`src/rtl/dec_stage.sv`:
```
// Multi-lane decode stage: per-lane decode, kill-after-illegal, intra-bundle RAW matrix, then a bundle FIFO.
// One cycle from push to output; in_ready_o drops only when the FIFO is full, independent of out_ready_i.

module decoder (
  input  logic [31:0] instr_i,
  output logic        illegal_inst_o,
  output logic        rd_v_o,
  output logic        rs1_v_o,
  output logic        rs2_v_o,
  output logic        rs2_is_immediat_o,
  output logic        is_store_o,
  output logic        is_load_o,
  output logic        is_branch_o,
  output logic        unsign_extension_o,
  output logic [4:0]  rd_o,
  output logic [4:0]  rs1_o,
  output logic [4:0]  rs2_o,
  output logic [31:0] immediat_o,
  output logic [2:0]  access_size_o,
  output logic [12:0] instr_type_o
);
  localparam int T_LUI = 0, T_AUIPC = 1, T_JAL = 2, T_JALR = 3, T_BRANCH = 4, T_LOAD = 5, T_STORE = 6;
  localparam int T_OPIMM = 7, T_OP = 8, T_FENCE = 9, T_SYSTEM = 10, T_CSR = 11, T_MULDIV = 12;

  logic [6:0]  opcode;
  logic [2:0]  funct3;
  logic [6:0]  funct7;
  logic [31:0] imm_i, imm_s, imm_b, imm_u, imm_j;
  logic        legal;
  logic [2:0]  mem_size;

  assign opcode = instr_i[6:0];
  assign funct3 = instr_i[14:12];
  assign funct7 = instr_i[31:25];
  assign imm_i  = {{20{instr_i[31]}}, instr_i[31:20]};
  assign imm_s  = {{20{instr_i[31]}}, instr_i[31:25], instr_i[11:7]};
  assign imm_b  = {{19{instr_i[31]}}, instr_i[31], instr_i[7], instr_i[30:25], instr_i[11:8], 1'b0};
  assign imm_u  = {instr_i[31:12], 12'b0};
  assign imm_j  = {{11{instr_i[31]}}, instr_i[31], instr_i[19:12], instr_i[20], instr_i[30:21], 1'b0};
  // Access size in bytes: 1, 2 or 4.
  assign mem_size = (funct3[1:0] == 2'd0) ? 3'd1 : (funct3[1:0] == 2'd1) ? 3'd2 : 3'd4;

  always_comb begin
    legal              = 1'b0;
    rd_v_o             = 1'b0;
    rs1_v_o            = 1'b0;
    rs2_v_o            = 1'b0;
    rs2_is_immediat_o  = 1'b0;
    is_store_o         = 1'b0;
    is_load_o          = 1'b0;
    is_branch_o        = 1'b0;
    unsign_extension_o = 1'b0;
    immediat_o         = '0;
    access_size_o      = '0;
    instr_type_o       = '0;
    rd_o               = instr_i[11:7];
    rs1_o              = instr_i[19:15];
    rs2_o              = instr_i[24:20];
    case (opcode)
      7'b0110111: begin
        legal = 1'b1; rd_v_o = 1'b1; immediat_o = imm_u; instr_type_o[T_LUI] = 1'b1;
      end
      7'b0010111: begin
        legal = 1'b1; rd_v_o = 1'b1; immediat_o = imm_u; instr_type_o[T_AUIPC] = 1'b1;
      end
      7'b1101111: begin
        legal = 1'b1; rd_v_o = 1'b1; immediat_o = imm_j; instr_type_o[T_JAL] = 1'b1;
      end
      7'b1100111: begin
        legal = (funct3 == 3'd0); rd_v_o = 1'b1; rs1_v_o = 1'b1; rs2_is_immediat_o = 1'b1;
        immediat_o = imm_i; instr_type_o[T_JALR] = 1'b1;
      end
      7'b1100011: begin
        legal = (funct3 != 3'd2) && (funct3 != 3'd3); rs1_v_o = 1'b1; rs2_v_o = 1'b1;
        is_branch_o = 1'b1; unsign_extension_o = funct3[1]; immediat_o = imm_b;
        instr_type_o[T_BRANCH] = 1'b1;
      end
      7'b0000011: begin
        legal = (funct3 != 3'd3) && (funct3 != 3'd6) && (funct3 != 3'd7);
        rd_v_o = 1'b1; rs1_v_o = 1'b1; rs2_is_immediat_o = 1'b1; is_load_o = 1'b1;
        unsign_extension_o = funct3[2]; immediat_o = imm_i; access_size_o = mem_size;
        instr_type_o[T_LOAD] = 1'b1;
      end
      7'b0100011: begin
        legal = (funct3 < 3'd3); rs1_v_o = 1'b1; rs2_v_o = 1'b1; is_store_o = 1'b1;
        immediat_o = imm_s; access_size_o = mem_size; instr_type_o[T_STORE] = 1'b1;
      end
      7'b0010011: begin
        // Shift-immediates constrain funct7; srai is the only non-zero encoding.
        legal = (funct3 == 3'd1) ? (funct7 == 7'd0) :
                (funct3 == 3'd5) ? (funct7 == 7'd0 || funct7 == 7'b0100000) : 1'b1;
        rd_v_o = 1'b1; rs1_v_o = 1'b1; rs2_is_immediat_o = 1'b1;
        unsign_extension_o = (funct3 == 3'd3); immediat_o = imm_i; instr_type_o[T_OPIMM] = 1'b1;
      end
      7'b0110011: begin
        rd_v_o = 1'b1; rs1_v_o = 1'b1; rs2_v_o = 1'b1;
        if (funct7 == 7'b0000001) begin
          legal = 1'b1; instr_type_o[T_MULDIV] = 1'b1;
          unsign_extension_o = (funct3 == 3'd3) || (funct3 == 3'd5) || (funct3 == 3'd7);
        end else begin
          legal = (funct7 == 7'd0) || (funct7 == 7'b0100000 && (funct3 == 3'd0 || funct3 == 3'd5));
          unsign_extension_o = (funct3 == 3'd3); instr_type_o[T_OP] = 1'b1;
        end
      end
      7'b0001111: begin
        legal = (funct3 == 3'd0) || (funct3 == 3'd1); instr_type_o[T_FENCE] = 1'b1;
      end
      7'b1110011: begin
        if (funct3 == 3'd0) begin
          legal = (instr_i == 32'h0000_0073) || (instr_i == 32'h0010_0073);
          instr_type_o[T_SYSTEM] = 1'b1;
        end else begin
          // CSR ops; the immediate forms carry zimm in the rs1 field.
          legal = (funct3 != 3'd4); rd_v_o = 1'b1; rs1_v_o = !funct3[2];
          rs2_is_immediat_o = funct3[2]; immediat_o = {20'b0, instr_i[31:20]};
          instr_type_o[T_CSR] = 1'b1;
        end
      end
      default: legal = 1'b0;
    endcase
    if (!legal) begin
      rd_v_o             = 1'b0;
      rs1_v_o            = 1'b0;
      rs2_v_o            = 1'b0;
      rs2_is_immediat_o  = 1'b0;
      is_store_o         = 1'b0;
      is_load_o          = 1'b0;
      is_branch_o        = 1'b0;
      unsign_extension_o = 1'b0;
      immediat_o         = '0;
      access_size_o      = '0;
      instr_type_o       = '0;
    end
  end

  assign illegal_inst_o = !legal;
endmodule

module dec_stage #(
  parameter int NLANES    = 2,
  parameter int XLEN      = 32,
  parameter int BUF_DEPTH = 2
) (
  input  logic                           clk,
  input  logic                           reset,
  input  logic                           flush_i,
  input  logic                           in_valid_i,
  output logic                           in_ready_o,
  input  logic [NLANES-1:0]              in_lane_v_i,
  input  logic [NLANES*XLEN-1:0]         instr_i,
  input  logic [NLANES*XLEN-1:0]         pc_i,
  output logic                           out_valid_o,
  input  logic                           out_ready_i,
  output logic [NLANES-1:0]              out_lane_v_o,
  output logic [NLANES*XLEN-1:0]         out_pc_o,
  output logic [NLANES-1:0]              illegal_inst_o,
  output logic [NLANES-1:0]              rd_v_o,
  output logic [NLANES-1:0]              rs1_v_o,
  output logic [NLANES-1:0]              rs2_v_o,
  output logic [NLANES-1:0]              rs2_is_immediat_o,
  output logic [NLANES-1:0]              is_store_o,
  output logic [NLANES-1:0]              is_load_o,
  output logic [NLANES-1:0]              is_branch_o,
  output logic [NLANES-1:0]              unsign_extension_o,
  output logic [NLANES*5-1:0]            rd_o,
  output logic [NLANES*5-1:0]            rs1_o,
  output logic [NLANES*5-1:0]            rs2_o,
  output logic [NLANES*32-1:0]           immediat_o,
  output logic [NLANES*3-1:0]            access_size_o,
  output logic [NLANES*13-1:0]           instr_type_o,
  output logic [NLANES*NLANES-1:0]       raw_dep_o,
  output logic [$clog2(BUF_DEPTH):0]     occupancy_o
);
  localparam int PW = $clog2(BUF_DEPTH);
  localparam int CW = PW + 1;

  typedef struct packed {
    logic            vld;
    logic            illegal;
    logic            rd_v;
    logic            rs1_v;
    logic            rs2_v;
    logic            rs2_imm;
    logic            store;
    logic            load;
    logic            branch;
    logic            unsign;
    logic [4:0]      rd;
    logic [4:0]      rs1;
    logic [4:0]      rs2;
    logic [31:0]     imm;
    logic [2:0]      size;
    logic [12:0]     itype;
    logic [XLEN-1:0] pc;
  } lane_t;

  typedef struct packed {
    lane_t [NLANES-1:0]         lane;
    logic [NLANES*NLANES-1:0]   raw;
  } entry_t;

  lane_t   dec [NLANES];
  entry_t  entry_in;
  logic    seen_ill;

  for (genvar l = 0; l < NLANES; l++) begin : g_lane
    logic        ill, rdv, rs1v, rs2v, rs2i, st, ld, br, uns;
    logic [4:0]  rd, rs1, rs2;
    logic [31:0] imm;
    logic [2:0]  size;
    logic [12:0] itype;

    decoder u_dec (
      .instr_i            (instr_i[l*XLEN +: 32]),
      .illegal_inst_o     (ill),
      .rd_v_o             (rdv),
      .rs1_v_o            (rs1v),
      .rs2_v_o            (rs2v),
      .rs2_is_immediat_o  (rs2i),
      .is_store_o         (st),
      .is_load_o          (ld),
      .is_branch_o        (br),
      .unsign_extension_o (uns),
      .rd_o               (rd),
      .rs1_o              (rs1),
      .rs2_o              (rs2),
      .immediat_o         (imm),
      .access_size_o      (size),
      .instr_type_o       (itype)
    );

    assign dec[l] = '{vld: in_lane_v_i[l], illegal: ill, rd_v: rdv, rs1_v: rs1v, rs2_v: rs2v,
                      rs2_imm: rs2i, store: st, load: ld, branch: br, unsign: uns, rd: rd,
                      rs1: rs1, rs2: rs2, imm: imm, size: size, itype: itype,
                      pc: pc_i[l*XLEN +: XLEN]};
  end

  // The first valid illegal lane survives as the trap carrier; everything younger dies.
  always_comb begin
    entry_in = '0;
    seen_ill = 1'b0;
    for (int l = 0; l < NLANES; l++) begin
      entry_in.lane[l]         = dec[l];
      entry_in.lane[l].vld     = dec[l].vld && !seen_ill;
      entry_in.lane[l].illegal = dec[l].vld && dec[l].illegal && !seen_ill;
      if (dec[l].vld && dec[l].illegal) seen_ill = 1'b1;
    end
    for (int j = 1; j < NLANES; j++) begin
      for (int i = 0; i < j; i++) begin
        if (entry_in.lane[i].vld && entry_in.lane[j].vld &&
            entry_in.lane[i].rd_v && (entry_in.lane[i].rd != 5'd0) &&
            ((entry_in.lane[j].rs1_v && (entry_in.lane[j].rs1 == entry_in.lane[i].rd)) ||
             (entry_in.lane[j].rs2_v && (entry_in.lane[j].rs2 == entry_in.lane[i].rd))))
          entry_in.raw[j*NLANES+i] = 1'b1;
      end
    end
  end

  entry_t           mem_q [BUF_DEPTH];
  entry_t           mem_d [BUF_DEPTH];
  logic [PW-1:0]    wr_ptr_q, wr_ptr_d, rd_ptr_q, rd_ptr_d;
  logic [CW-1:0]    count_q, count_d;
  logic             push, pop;

  assign in_ready_o  = !reset && (count_q != CW'(BUF_DEPTH));
  assign out_valid_o = (count_q != '0);
  assign push        = in_valid_i && in_ready_o && !flush_i;
  assign pop         = out_valid_o && out_ready_i && !flush_i;

  always_comb begin
    mem_d    = mem_q;
    wr_ptr_d = wr_ptr_q;
    rd_ptr_d = rd_ptr_q;
    count_d  = count_q;
    if (flush_i) begin
      wr_ptr_d = '0;
      rd_ptr_d = '0;
      count_d  = '0;
    end else begin
      if (push) begin
        mem_d[wr_ptr_q] = entry_in;
        wr_ptr_d        = wr_ptr_q + 1'b1;
      end
      if (pop) rd_ptr_d = rd_ptr_q + 1'b1;
      case ({push, pop})
        2'b10:   count_d = count_q + 1'b1;
        2'b01:   count_d = count_q - 1'b1;
        default: count_d = count_q;
      endcase
    end
  end

  always_ff @(posedge clk) begin
    if (reset) begin
      wr_ptr_q <= '0;
      rd_ptr_q <= '0;
      count_q  <= '0;
      for (int e = 0; e < BUF_DEPTH; e++) mem_q[e] <= '0;
    end else begin
      wr_ptr_q <= wr_ptr_d;
      rd_ptr_q <= rd_ptr_d;
      count_q  <= count_d;
      mem_q    <= mem_d;
    end
  end

  entry_t head;
  assign head        = mem_q[rd_ptr_q];
  assign raw_dep_o   = head.raw;
  assign occupancy_o = count_q;

  always_comb begin
    out_lane_v_o       = '0;
    out_pc_o           = '0;
    illegal_inst_o     = '0;
    rd_v_o             = '0;
    rs1_v_o            = '0;
    rs2_v_o            = '0;
    rs2_is_immediat_o  = '0;
    is_store_o         = '0;
    is_load_o          = '0;
    is_branch_o        = '0;
    unsign_extension_o = '0;
    rd_o               = '0;
    rs1_o              = '0;
    rs2_o              = '0;
    immediat_o         = '0;
    access_size_o      = '0;
    instr_type_o       = '0;
    for (int l = 0; l < NLANES; l++) begin
      out_lane_v_o[l]          = head.lane[l].vld;
      out_pc_o[l*XLEN +: XLEN] = head.lane[l].pc;
      illegal_inst_o[l]        = head.lane[l].illegal;
      rd_v_o[l]                = head.lane[l].rd_v;
      rs1_v_o[l]               = head.lane[l].rs1_v;
      rs2_v_o[l]               = head.lane[l].rs2_v;
      rs2_is_immediat_o[l]     = head.lane[l].rs2_imm;
      is_store_o[l]            = head.lane[l].store;
      is_load_o[l]             = head.lane[l].load;
      is_branch_o[l]           = head.lane[l].branch;
      unsign_extension_o[l]    = head.lane[l].unsign;
      rd_o[l*5 +: 5]           = head.lane[l].rd;
      rs1_o[l*5 +: 5]          = head.lane[l].rs1;
      rs2_o[l*5 +: 5]          = head.lane[l].rs2;
      immediat_o[l*32 +: 32]   = head.lane[l].imm;
      access_size_o[l*3 +: 3]  = head.lane[l].size;
      instr_type_o[l*13 +: 13] = head.lane[l].itype;
    end
  end
endmodule

```
`config.mk`:
```
export PLATFORM = sky130hd
export DESIGN_NAME = dec_stage
export DESIGN_NICKNAME = d
export VERILOG_FILES = /design/src/rtl/dec_stage.sv
export SDC_FILE = /design/constraint.sdc
export NUM_CORES = 1
export LEC_CHECK = 0
export CAP_MARGIN = 20
export CORE_ASPECT_RATIO = 2
export CORE_MARGIN = 5
export CORE_UTILIZATION = 41
export CTS_CLUSTER_DIAMETER = 40
export CTS_CLUSTER_SIZE = 25
export DETAILED_ROUTE_END_ITERATION = 8
export PLACE_DENSITY = 0.64
export SKIP_LAST_GASP = 1
export SLEW_MARGIN = 20
export SYNTH_ARGS = -nofsm -noshare
export SYNTH_HDL_FRONTEND = slang
export SYNTH_SLANG_ARGS = --single-unit
```
`constraint.sdc`:
```
create_clock -name clk -period 2.49 [get_ports clk]
set_clock_uncertainty 0.05 [all_clocks]
set_input_delay 0.249 -clock clk [delete_from_list [all_inputs] [get_ports clk]]
set_output_delay 0.249 -clock clk [all_outputs]
set_load 0.05 [all_outputs]
```
# --- Word-level counts from Yosys, hierarchy flattened ---
# Index checks and enable logic that the tools add are counted.
classes:
  add_sub_neg: 4
  order_cmp: 5
  n_eq_ne: 55
  muxes: 99
  bitwise_logic: 3
  n_reduce_logical: 71
ops:
  columns: ["operator", "count"]
  rows:
  - ["214-bit two-way mux", 4]
  - ["428-bit bitwise mux", 1]
  - ["32-bit case mux with 6 select lines", 2]
  - ["214-bit demux with 1-bit select", 1]
  - ["32-bit by 21-bit equality test with 1-bit output (second input constant)", 2]
  - ["32-bit by 7-bit equality test with 1-bit output (second input constant)", 2]
  - ["1-bit two-way mux", 64]
  - ["32-bit two-way mux", 2]
  - ["7-bit by 6-bit equality test with 1-bit output (second input constant)", 8]
  - ["7-bit equality test (second input constant)", 8]
  - ["7-bit by 5-bit equality test with 1-bit output (second input constant)", 4]
  - ["13-bit two-way mux", 2]
  - ["1-bit logical AND", 24]
  - ["12-bit two-way mux", 2]
  - ["3-bit two-way mux", 8]
  - ["3-bit inequality test (second input constant)", 6]
  - ["1-bit case mux with 9 select lines", 2]
  - ["3-bit OR reduction", 6]
  - ["1-bit logical OR", 15]
  - ["7-bit by 1-bit equality test with 1-bit output (second input constant)", 2]
  - ["7-bit by 2-bit equality test with 1-bit output (second input constant)", 2]
  - ["7-bit by 4-bit equality test with 1-bit output (second input constant)", 2]
  - ["7-bit zero test", 2]
  - ["7-bit OR reduction", 2]
  - ["28 further kinds", 64]
totals:
  reg_bits: 432
  input_bits: 135
  output_inout_bits: 218
  elab_cells: 310

# --- Longest topological paths before layout ---
logic_depth:
  word_depth: 17
  depth_mapped: 11
  ltp_nobuf: 8

# --- By module ---
# A second synthesis with hierarchy kept.
unflattened:
  cells_unflattened: 2529
  area_unflattened_um2: 19710.2
by_module_without_submodules:
  columns: ["mod", "instances", "cells_each", "area_each_um2", "seq_area_each_um2"]
  rows:
  - ["dec_stage", 1, 2110, 17240.3, 8528.2]
  - ["decoder (g_lane[1].u_dec)", 1, 218, 1315.0, 0.0]
  - ["decoder (g_lane[0].u_dec)", 1, 201, 1154.9, 0.0]

# --- Worst setup path before layout ---
# Ideal clock, no wire load.
synth_timing:
  path_kind: "input to register"
  from: "input port instr_i[12]"
  to: "register mem_q[267] (netlist name)"
  setup_ns: 0.117
  arrival_ns: 2.167
  required_time_ns: 2.323
  setup_slack_ns: 0.156
  stages: 9
  path_cell_list: "buf_2 a21oi_1 o2111a_2 nand3b_1 or4b_1 buf_4 or2_4 buf_6 a32o_1"
synth_between:
  elab_chain_cells: 8
synth_lines:
  columns: ["item", "line", "text"]
  rows:
  - ["start, declared", "150", "input logic [NLANES*XLEN-1:0] instr_i,"]
  - ["branches (longest 6 deep; another with 32-bit by 7-bit equality test with 1-bit output)", null, null]
  - ["32-bit two-way mux (*)", "121", "if (!legal) begin"]
  - ["428-bit bitwise mux (*)", "281", "mem_d[wr_ptr_q] = entry_in;"]
  - ["end signal, assigned", "303", "mem_q <= mem_d;"]
  - ["end, declared", "259", "entry_t mem_q [BUF_DEPTH];"]
# Every way passes the cells marked *.
# A chain may end at the register's enable or synchronous reset.

# --- Final worst setup path ---
layout_timing:
  from: "register rd_ptr_q"
  to: "output port immediat_o[56]"
layout_between:
  elab_chain_cells: 4
layout_lines:
  columns: ["item", "line", "text"]
  rows:
  - ["start, declared", "261", "logic [PW-1:0] wr_ptr_q, wr_ptr_d, rd_ptr_q, rd_ptr_d;"]
  - ["start signal, assigned", "301", "rd_ptr_q <= rd_ptr_d;"]
  - ["1-bit inverter with 2-bit output (not written as such)", "308", "assign head = mem_q[rd_ptr_q];"]
  - ["214-bit two-way mux (not written as such) (3 in a row)", "308", null]
  - ["end, declared", "168", "output logic [NLANES*32-1:0] immediat_o,"]
# Every way passes these cells. The select of a mux whose other input is x is not followed.

==> impl_metrics.py <==
metrics = {
    "power": {
        "leakagePower_nw": 9.36,
        "power.density_nw_per_um2": 571,
        "ir_worst_vdd_mv": 0.617,
    },
    "setup_path": {
        "crit_path_end_kind": "primary output",
        "critPathLaunchType": "flop",
        "critPathLaunch": "rd_ptr_q$_SDFFE_PP0P_",
        "timing.rr.end": "mem_q[28]$_SDFFE_PP0P_",
        "rrSetupSlack_ns": 0.46,
        "r2r_start": "occupancy_o[0]$_SDFFE_PP0P_",
        "reg2regPathDepth": 8,
        "worstPathMaxFanout": 8,
        "cp.arrival_ns": 2.12,
        "critPathRequiredTime_ns": 2.19,
        "crit_type": "flop to primary output",
    },
    "synthesis": {
        "syn_inst": 2232,
        "synth_compound_area_share_pct": 17.6,
        "synth_most_common_cell": "nand2_1",
        "synthAdderAreaFrac_pct": 0.0681,
        "ys_types": 70,
        "synth.area.mux_share_pct": 12.6,
        "synth_seq_cells": 414,
        "syn_avg_cell_area_um2": 8.23,
        "synthTopCellsByArea": "dfxtp_1 45%, mux2_2 13%, nand2_1 12%",
        "yosysTopAreaCell": "dfxtp_1",
        "synth.top_cell.area_share_pct": 45.1,
        "yosysWarnings": 0,
        "synth_ff_type": "dfxtp_1",
        "synth_edf_count": 0,
        "synthTopCellsByCount": "575 x nand2_1, 414 x dfxtp_1, 336 x a21oi_1, 205 x mux2_2, 166 x clkbuf_1",
        "yosys.area_share.simple_pct": 19.0,
        "synth_xor_area_share_pct": 0.763,
        "netlist_area_um2": 18400,
        "async_flop_share_pct": 0,
        "synth_top_family_by_area": "simple AND/OR/NAND/NOR gates",
        "yosysSeqAreaShare_pct": 45.1,
    },
    "grt": {
        "grtUsageTotal_pct": 25.3,
        "grt_pass1_wl_mm": 100,
        "grt_pass1_vias": 17600,
        "antenna_found_initial": 3,
        "grt-ovfl-total": 0,
        "grt_max_degree": 189,
    },
    "cts": {
        "cts_buffers": 37,
        "cts_tree": "done",
        "cts-root-buf": "clkbuf_16",
        "cts_buffer_depth": 3,
        "htreeDepth": 2,
        "cts.sinks": 414,
        "clock_latency_ns": 0.54,
        "clk_pin_slew_worst_paths_ns": 0.07,
    },
    "final_layout": {
        "area.growth.synth_to_final_pct": 33.4,
        "nFillCells": 4077,
        "final_layout_size_suffix_gt1_share_pct": 26.9,
        "layoutNonFillerInstCount": 3217,
        "final_nets": 2769,
    },
    "routing": {
        "ant_nets": 0,
        "drc": 0,
        "wl_mm": 65.5,
        "vias": 17600,
        "vias_per_cell": 5.48,
        "drt_iter0_drc": 977,
        "drt_first_pass_iters": 5,
        "wire_per_inst_um": 20.4,
    },
    "sta": {
        "finalCriticalPeriod_ns": 2.42,
        "maxSlewHeadroom_pct": 29.2,
        "rsz0062_at_grt": "false",
        "tns_ns": 0,
        "hold_viol_final": 0,
        "finalCritPeriodShare_pct": 97.0,
        "fmax_mhz": 414,
        "slew_viol_final": 0,
        "finalSetupViolCount": 0,
        "worst_pin_slew_ns": 1.06,
    },
    "die": {
        "start_util_pct": 41.4,
        "core_area_um2": 44300,
        "io_pins": 353,
        "die_area_um2": 49400,
        "die_w_um": 160,
        "die_height_um": 309,
        "rows": 109,
    },
    "status": {
        "status": "finished, final reports clean",
    },
    "placed_design": {
        "port_buffers": 349,
        "gp_congestion": 0.916,
        "placedCellCount": 3147,
        "dp_hpwl_mm": 47.4,
    },
    "run": {
        "drv_cap": 0,
    },
    "worst_hold_path": {
        "min-delay-path-class": "input port to flop",
        "holdPathStages": 3,
        "hold_end": "mem_q[35]$_SDFFE_PP0P_",
        "worstHoldStart": "pc_i[31]",
    },
}
cells in the final DEF, fill, tap and decap left out, types with 28 or more instances in the layout:
cell	Yosys	final
dfxtp_1	414	413
a21oi_1	336	336
clkdlybuf4s50_1	0	139
buf_12	0	31
nand2_1	575	575
clkbuf_16	0	37
o21ai_0	81	81
o211ai_1	32	32
o31ai_1	28	28
nor2_1	90	86
mux2_2	205	205
buf_4	11	387
nand3_1	51	51
registers in the layout, indices dropped and copies added (netlist names):
| register | cells |
|---|---|
| occupancy_o | 2 |
| wr_ptr_q | 1 |
| rd_ptr_q | 1 |
| mem_q | 410 |
area by class of cell:
class / count / area, um2 / area share, %
multi-input combinational: 1607 / 9230 / 37.7
sequential: 414 / 8290 / 33.8
timing repair buffer: 562 / 5010 / 20.5
clock buffer: 38 / 930 / 3.79
tap: 555 / 694 / 2.83
clock inverter: 26 / 298 / 1.22
inverter: 11 / 41.3 / 0.168
antenna: 4 / 10.0 / 0.0408
worst max path at each step:
stage	endpoint	slack, ns	depth (start not counted)
global route	mem_q[157]$_SDFFE_PP0P_	0.02	8
global placement	mem_q[157]$_SDFFE_PP0P_	-0.39	8
detailed placement	mem_q[2]$_SDFFE_PP0P_	-0.43	8
floorplan	mem_q[267]$_SDFFE_PP0P_	0.16	9
finish	immediat_o[56]	0.07	2
CTS	out_pc_o[15]	0.01	3
through the flow:
stage	cell area [um2]	setup slack, ns	utilization [%]	hold slack, ns	power, W
after floorplan	18400	0.156	-	0.276	0.00753
after global placement	23200	-0.385	52.4	0.379	0.00827
after detailed placement	23200	-0.431	52.4	0.387	0.00829
after CTS	24500	0.0142	55.3	0.215	0.0141
after global routing	24500	0.0212	55.3	0.227	0.0145
final	24500	0.0735	55.3	0.238	0.0140
routing by layer:
layer  share of wire (%)  track usage (%)  up-vias  wire length [um]
met5                   0                0        -                 0
met4                 5.1             11.9        0              3340
met3                 6.0             4.85      135              3910
met2                  53             47.7      601             34600
met1                  36             27.1     8383             23700
li1                    -                -     8504                 -
worst max-delay path: stages, from the launching register on:
cell and delay (ns):
dfxtp_4 0.49, mux2_2 0.38, clkdlybuf4s50_1 0.71
where the power goes:
| part | switching [W] | internal, W | total, W | leakage (nW) |
|---|---|---|---|---|
| Sequential | 0.0000295 | 0.00668 | 0.00671 | 3.34 |
| Clock | 0.00292 | 0.00292 | 0.00585 | 0.586 |
| Combinational | 0.000860 | 0.000572 | 0.00143 | 5.43 |
| Total | 0.00381 | 0.0102 | 0.0140 | 9.36 |
cells by family after synthesis:
kind of cell             Yosys count
AND/OR/NAND/NOR                  825
AO/OA/AOI/OAI                    557
flip-flops                       414
buffers and inverters            213
multiplexers                     205
XOR/XNOR                          16
adder cells (fa/ha/maj)            1
other                              1
what timing repair did:
| action | CTS | global route |
|---|---|---|
| hold buffers | 1 | 0 |
| cloned | 1 | 0 |
| pin swaps | 0 | 0 |
| hold endpoints to repair | 17 | 0 |
| buffers inserted | 0 | 0 |
| resized for setup | 1 | 1 |
| endpoints found under the setup margin | 18 | 25 |
(Power assumes the default switching activity.)
